$ cat config.mk
export PLATFORM = sky130hd
export DESIGN_NAME = bcd_down_counter
export DESIGN_NICKNAME = d
export VERILOG_FILES = /design/src/rtl/bcd_down_counter.sv
export SDC_FILE = /design/constraint.sdc
export NUM_CORES = 1
export LEC_CHECK = 0
export ABC_AREA = 1
export BUFFER_PORTS_ARGS = -buffer_cell sky130_fd_sc_hd__buf_2
export CAP_MARGIN = 25
export CELL_PAD_IN_SITES_DETAIL_PLACEMENT = 1
export CELL_PAD_IN_SITES_GLOBAL_PLACEMENT = 1
export CORE_ASPECT_RATIO = 1.75
export CORE_MARGIN = 2
export CORE_UTILIZATION = 30
export CTS_CLUSTER_DIAMETER = 60
export DETAILED_ROUTE_END_ITERATION = 6
export PLACE_DENSITY = 0.8
export SKIP_LAST_GASP = 1
export SYNTH_ARGS = -nofsm -noshare
export SYNTH_HDL_FRONTEND = slang
export SYNTH_SLANG_ARGS = --single-unit
$ cat constraint.sdc
create_clock -name clk -period 1.25 [get_ports clk]
set_clock_uncertainty 0.1 [all_clocks]
set_input_delay 0.125 -clock clk [delete_from_list [all_inputs] [get_ports clk]]
set_output_delay 0.125 -clock clk [all_outputs]
set_load 0.01 [all_outputs]
$ cat src/rtl/bcd_down_counter.sv
// Multi-digit BCD countdown timer: clamped parallel preset, pausable decrement, one-cycle done pulse.
// Optional auto-reload on terminal count when BCD_DOWN_RELOAD_EN is defined.
module bcd_down_counter #(
    parameter int DIGITS = 2
) (
    input  logic                clk,
    input  logic                rst,
    input  logic                load,
    input  logic [4*DIGITS-1:0] load_val,
    input  logic                start,
    input  logic                pause,
    output logic [4*DIGITS-1:0] count,
    output logic                busy,
    output logic                zero,
    output logic                done
);
    localparam int W = 4 * DIGITS;

    typedef enum logic {IDLE = 1'b0, RUN = 1'b1} state_e;

    state_e         state_q, state_d;
    logic [W-1:0]   count_q, count_d;
    logic           done_q, done_d;
`ifdef BCD_DOWN_RELOAD_EN
    logic [W-1:0]   reload_q, reload_d;
`endif

    function automatic logic [W-1:0] clamp9(input logic [W-1:0] v);
        logic [W-1:0] r;
        r = v;
        for (int i = 0; i < DIGITS; i++) begin
            if (v[4*i +: 4] > 4'd9) r[4*i +: 4] = 4'd9;
        end
        return r;
    endfunction

    // Borrow ripples up through zero digits; digits past the first non-zero one are untouched.
    function automatic logic [W-1:0] bcd_dec(input logic [W-1:0] v);
        logic [W-1:0] r;
        logic         borrow;
        r      = v;
        borrow = 1'b1;
        for (int i = 0; i < DIGITS; i++) begin
            if (borrow) begin
                if (v[4*i +: 4] == 4'd0) begin
                    r[4*i +: 4] = 4'd9;
                end else begin
                    r[4*i +: 4] = v[4*i +: 4] - 4'd1;
                    borrow      = 1'b0;
                end
            end
        end
        return r;
    endfunction

    always_ff @(posedge clk or negedge rst) begin
        if (!rst) begin
            state_q  <= IDLE;
            count_q  <= '0;
            done_q   <= 1'b0;
`ifdef BCD_DOWN_RELOAD_EN
            reload_q <= '0;
`endif
        end else begin
            state_q  <= state_d;
            count_q  <= count_d;
            done_q   <= done_d;
`ifdef BCD_DOWN_RELOAD_EN
            reload_q <= reload_d;
`endif
        end
    end

    always_comb begin
        state_d  = state_q;
        count_d  = count_q;
        done_d   = 1'b0;
`ifdef BCD_DOWN_RELOAD_EN
        reload_d = reload_q;
`endif
        if (load) begin
            count_d  = clamp9(load_val);
            state_d  = IDLE;
`ifdef BCD_DOWN_RELOAD_EN
            reload_d = clamp9(load_val);
`endif
        end else if (state_q == IDLE) begin
            if (start && (count_q != '0)) state_d = RUN;
        end else if (!pause) begin
            if (count_q == '0) begin
`ifdef BCD_DOWN_RELOAD_EN
                count_d = reload_q;
`else
                state_d = IDLE;
`endif
            end else begin
                count_d = bcd_dec(count_q);
                if (count_q == W'(1)) begin
                    done_d = 1'b1;
`ifndef BCD_DOWN_RELOAD_EN
                    state_d = IDLE;
`endif
                end
            end
        end
    end

    assign count = count_q;
    assign busy  = (state_q == RUN);
    assign zero  = (count_q == '0);
    assign done  = done_q;

endmodule

Yosys cells after proc, flatten, opt, wreduce, memory -nomap -nowiden
Index checks and enable logic that the tools add are counted.
{"block": "classes", "add_sub_neg": 2, "n_lt_le_gt_ge": 2, "n_eq_ne": 3, "mux": 25, "n_reduce_logical": 9}
{"op": "8-bit two-way mux", "n": 4}
{"op": "4-bit two-way mux", "n": 5}
{"op": "1-bit two-way mux", "n": 16}
{"op": "8-bit by 1-bit equality test with 1-bit output, second input constant", "n": 1}
{"op": "4-bit greater-than comparator, second input constant", "n": 2}
{"op": "4-bit logical NOT", "n": 2}
{"op": "8-bit logical NOT", "n": 1}
{"op": "8-bit nonzero test", "n": 1}
{"op": "4-bit by 1-bit subtractor with 4-bit output, second input constant", "n": 2}
{"op": "2-bit inequality test, second input constant", "n": 2}
{"op": "4-bit AND reduction", "n": 1}
{"op": "2-bit nonzero test", "n": 2}
{"op": "3-bit AND reduction", "n": 1}
{"op": "1-bit logical AND", "n": 1}
{"block": "word_totals", "regBits": 10, "in_bits": 13, "out_inout_bits": 11, "wordCells": 45}

Depth between registers and ports, before layout
{"block": "logic_depth", "ltp_word": 11, "ltp_mapped": 8, "depth_no_buf": 8}

Worst setup path before layout
No wires, ideal clock.
{"block": "synth_timing", "path_kind": "flip-flop to flip-flop", "from": "reg count_q[0] (netlist: count[0])", "to": "reg count_q[1] (netlist: count[1])", "setup_ns": 0.117, "t_arrival_ns": 1.055, "required_ns": 1.033, "slack_ns": -0.022, "path_stages_with_launch": 9, "n_path_buf": 0, "synth_period_minus_slack_ns": 1.272, "path_cell_list": "dfrtp_1 clkinv_2 nand2_2 nor2_2 nand2_4 nand2_4 nand2_4 nand2_1 o21ai_2"}
{"block": "synth_via", "elab_chain_cells": 6, "elab_cells_between_ends": 10, "classes_between": "add/sub: 1; eq/ne: 1; mux: 5; reduce/logical: 3"}
{"item": "start: declaration", "line_no": "22", "text": "logic [W-1:0] count_q, count_d;"}
{"item": "start signal: assignment", "line_no": "66", "text": "count_q <= count_d;"}
{"item": "4-bit by 1-bit subtractor with 4-bit output or 4-bit logical NOT (tied branches)", "line_no": "48, 45"}
{"item": "4-bit two-way mux", "line_no": "45", "text": "if (v[4*i +: 4] == 4'd0) begin"}
{"item": "8-bit two-way mux", "line_no": "90", "text": "if (count_q == '0) begin"}
{"item": "8-bit two-way mux", "line_no": "89", "text": "end else if (!pause) begin"}
{"item": "8-bit two-way mux", "line_no": "87", "text": "end else if (state_q == IDLE) begin"}
{"item": "8-bit two-way mux", "line_no": "81", "text": "if (load) begin"}
Parallel ways exist; a longest one is shown, timed or not. The select of a mux whose other input is x is not followed.
A chain may end at the register's enable or synchronous reset.

Worst setup path after layout
{"block": "layout_timing", "from": "reg count_q[2] (netlist: count[2])", "to": "reg count_q[7] (netlist: count[7])"}
{"block": "layout_via", "elab_chain_cells": 8, "elab_cells_between_ends": 10, "classes_between": "eq/ne: 1; mux: 5; reduce/logical: 4"}
{"item": "4-bit logical NOT", "line_no": "45"}
{"item": "1-bit two-way mux", "line_no": "45"}
{"item": "1-bit two-way mux", "line_no": "90"}
{"item": "1-bit two-way mux", "line_no": "89"}
{"item": "1-bit two-way mux", "line_no": "87"}
{"item": "1-bit two-way mux", "line_no": "81"}
{"item": "2-bit nonzero test (no source line)"}
{"item": "4-bit AND reduction (no source line) (*)"}
Every way passes the cells marked *; elsewhere a longest branch is shown, timed or not. The select of a mux whose other input is x is not followed.

==> reports/results.ini <==
[yosys]
synth_warnings = 0
synth_nets = 123
yosys_most_used_dff = dfrtp_1
syn_inst = 110
synth.area.top_cells = dfrtp_1, nand2_1, nand2_4
async_reset_ff_share_pct = 100
synth_cell_type_count = 20
yosysMostFrequentCell = nand2_1
synth_top_area_share_pct = 32.9
synth_edf_count = 0
syn_area_um2 = 761
ys_seq_elements = 10
synth.avg_cell_area_um2 = 6.92
synth_common_cells = nand2_1, dfrtp_1, inv_1, nand3_1
synth.largest_area_cell = dfrtp_1
yosysSeqAreaShare_pct = 32.9

[worst_setup_path]
crit_start = count[2]$_DFFE_PN0P_
criticalPathCategory = flop to flop
cp_data_arrival_time_ps = 1430
r2r_setup_slack_ps = -150
max_stage_delay_ps = 410
reg2reg_from = count[2]$_DFFE_PN0P_
cp_max_fo = 4
path_cells = buf_6, nor2_4, nand2_2, o21ai_4, nand2_2, nand2_2, nand2_1
end_kind = flop
crit_path_frequent_cell = nand2_2
cp.buffers_inverters = 1
slowest_stage = dfrtp_1
crit_path_start_kind = flop
cp_top_family = simple AND/OR/NAND/NOR gates
crit_required_ps = 1280

[timing]
finalHoldWorstSlack_ps = 49.6
min_period_ps = 1400
hold_violations = 0
drv_slew = 0
rsz0062_at_grt = true
slew_headroom_pct = 78.4
max_slew.worst_pin.slew_ps = 324
fmax_ghz = 0.712
setup_viol = 13
min_period_over_period_pct = 112
layout_setup_ws_ps = -154

[worst_hold_path]
hp-start = start
hold_class = input port to flop

[routing]
via_count = 951
ant_nets = 0
first_pass_iters = 4
drc = 0
routedWlPerCell_um = 15.8
via_per_inst = 4.98
drt_iter0_drc = 18
drt-total-wl_um = 3010

[layout]
instances_no_fill = 191
fill_cells = 326
syn2layout_area_growth_pct = 69.1
fin_util_pct = 52.2
fin_nets = 179
drive_gt1_share_pct = 52.1
diodes = 0

[grt]
grt_antenna_before_repair = 0
grt_pass1_vias = 1043
grt_pass1_wl_um = 4870
grtUsageTotal_pct = 22.3
grt_max_degree = 11
grt_overflow_total = 0

[die]
initial_core_util_pct = 30.9
dieArea_um2 = 2970
coreArea_um2 = 2460
die_w_um = 42.1
io_pins = 24
die_h_um = 70.6
core.rowCount = 24

[placed_design]
place_hpwl_um = 1960
io_buffers = 23
dp_cells = 172
gp_routability_congestion = 0.863

[power]
leakagePower_nw = 0.707
power_mw = 2.28
irDropWorstVdd_mv = 0.838
powerDensity_nw_per_um2 = 1770

[clock_tree]
clock_path_buffers = 2
cts_htree_levels = 1
cts_root_buffer = clkbuf_8
tritoncts = done
path_clk_slew_ps = 50
clkLatencyLatePin_ps = 240
cts_buffers = 3
cts_sinks = 10

[run_status]
violations = setup timing
status = finished, violations left

[run]
cap_violations = 0

## flip-flops by register name (all words and copies together) (netlist names)
register / flops
busy: 1
count: 8
done: 1
## kinds of logic (layout without fill, tap and decap cells)
logic type | count (synthesis) | in the layout | synth area share, %
buffers and inverters | 15 | 70 | 9.87
and+or+nand+nor | 69 | 69 | 43.8
AOI/OAI and AO/OA | 16 | 16 | 13.5
DFF | 10 | 10 | 32.9
## per-layer routing
layer / share of wire, % / vias up / wire length, µm / GRT usage (%)
li1: - / 454 / - / -
met1: 30 / 447 / 909 / 20.0
met2: 59 / 35 / 1790 / 44.3
met3: 3.6 / 15 / 107 / 3.06
met4: 6.7 / 0 / 203 / 13.9
met5: 0 / - / 0 / 0
## final cells by class
class                   count  area [µm²]  area share, %
clock buffers               4        45.0           3.50
inverters                  14        67.6           5.25
multi-input cells          85         518           40.3
flip-flops and latches     10         251           19.6
well taps                  26        32.5           2.53
repair buffers             52         372           28.9
## stage by stage
step	setup slack (ps)	instance area, µm²	setup TNS, ps
4_1_cts	-117	1250	-945
2_1_floorplan	-3.03	767	-6.05
6_report	-154	1290	-1560
3_3_place_gp	-8.61	1010	-48.1
5_1_grt	-211	1290	-2320
3_5_place_dp	-69.7	1010	-449
## layout by cell type, fill, tap and decap left out, types with 2 or more instances in the layout
cell	instances
nand2_1	36
buf_4	24
buf_2	21
dfrtp_1	9
inv_1	8
nor2_1	7
nand3_1	7
nand2_2	6
a21oi_1	6
buf_6	5
nor2_4	4
nand2_4	4
o21ai_0	4
o21ai_2	3
clkbuf_8	3
clkinv_2	2
inv_2	2
nand2_8	2
## power by group
group	switching (mW)	total, mW	internal (mW)
clock	0.130	0.353	0.224
combinational	0.745	1.42	0.678
sequential	0.0923	0.504	0.411
## worst reg2reg max path, stage by stage (launching register included)
cell	delay, ps
dfrtp_1	410
buf_6	140
nor2_4	130
nand2_2	90
o21ai_4	180
nand2_2	100
nand2_2	100
nand2_1	50
## repair_timing
| action | CTS | global route |
|---|---|---|
| hold buffers | 1 | 0 |
| endpoints found under the hold margin | 10 | 0 |
| buffers inserted | 12 | 3 |
| pin swaps | 12 | 10 |
| gates resized for setup | 19 | 4 |
| setup endpoints to repair | 11 | 13 |
| gates cloned | 0 | 0 |
## path summary, 6_finish.rpt
| check | end | cells past startpoint |
|---|---|---|
| worst min register to register | busy$_DFF_PN0_ | 2 |
| min in group asynchronous | count[5]$_DFFE_PN0P_ | 2 |
| worst max register to register | count[7]$_DFFE_PN0P_ | 7 |
| worst max-delay path | count[7]$_DFFE_PN0P_ | 7 |
| max in group asynchronous | count[4]$_DFFE_PN0P_ | 2 |
| worst min-delay path | busy$_DFF_PN0_ | 3 |
Note: power is estimated with default switching activity, not from simulation.
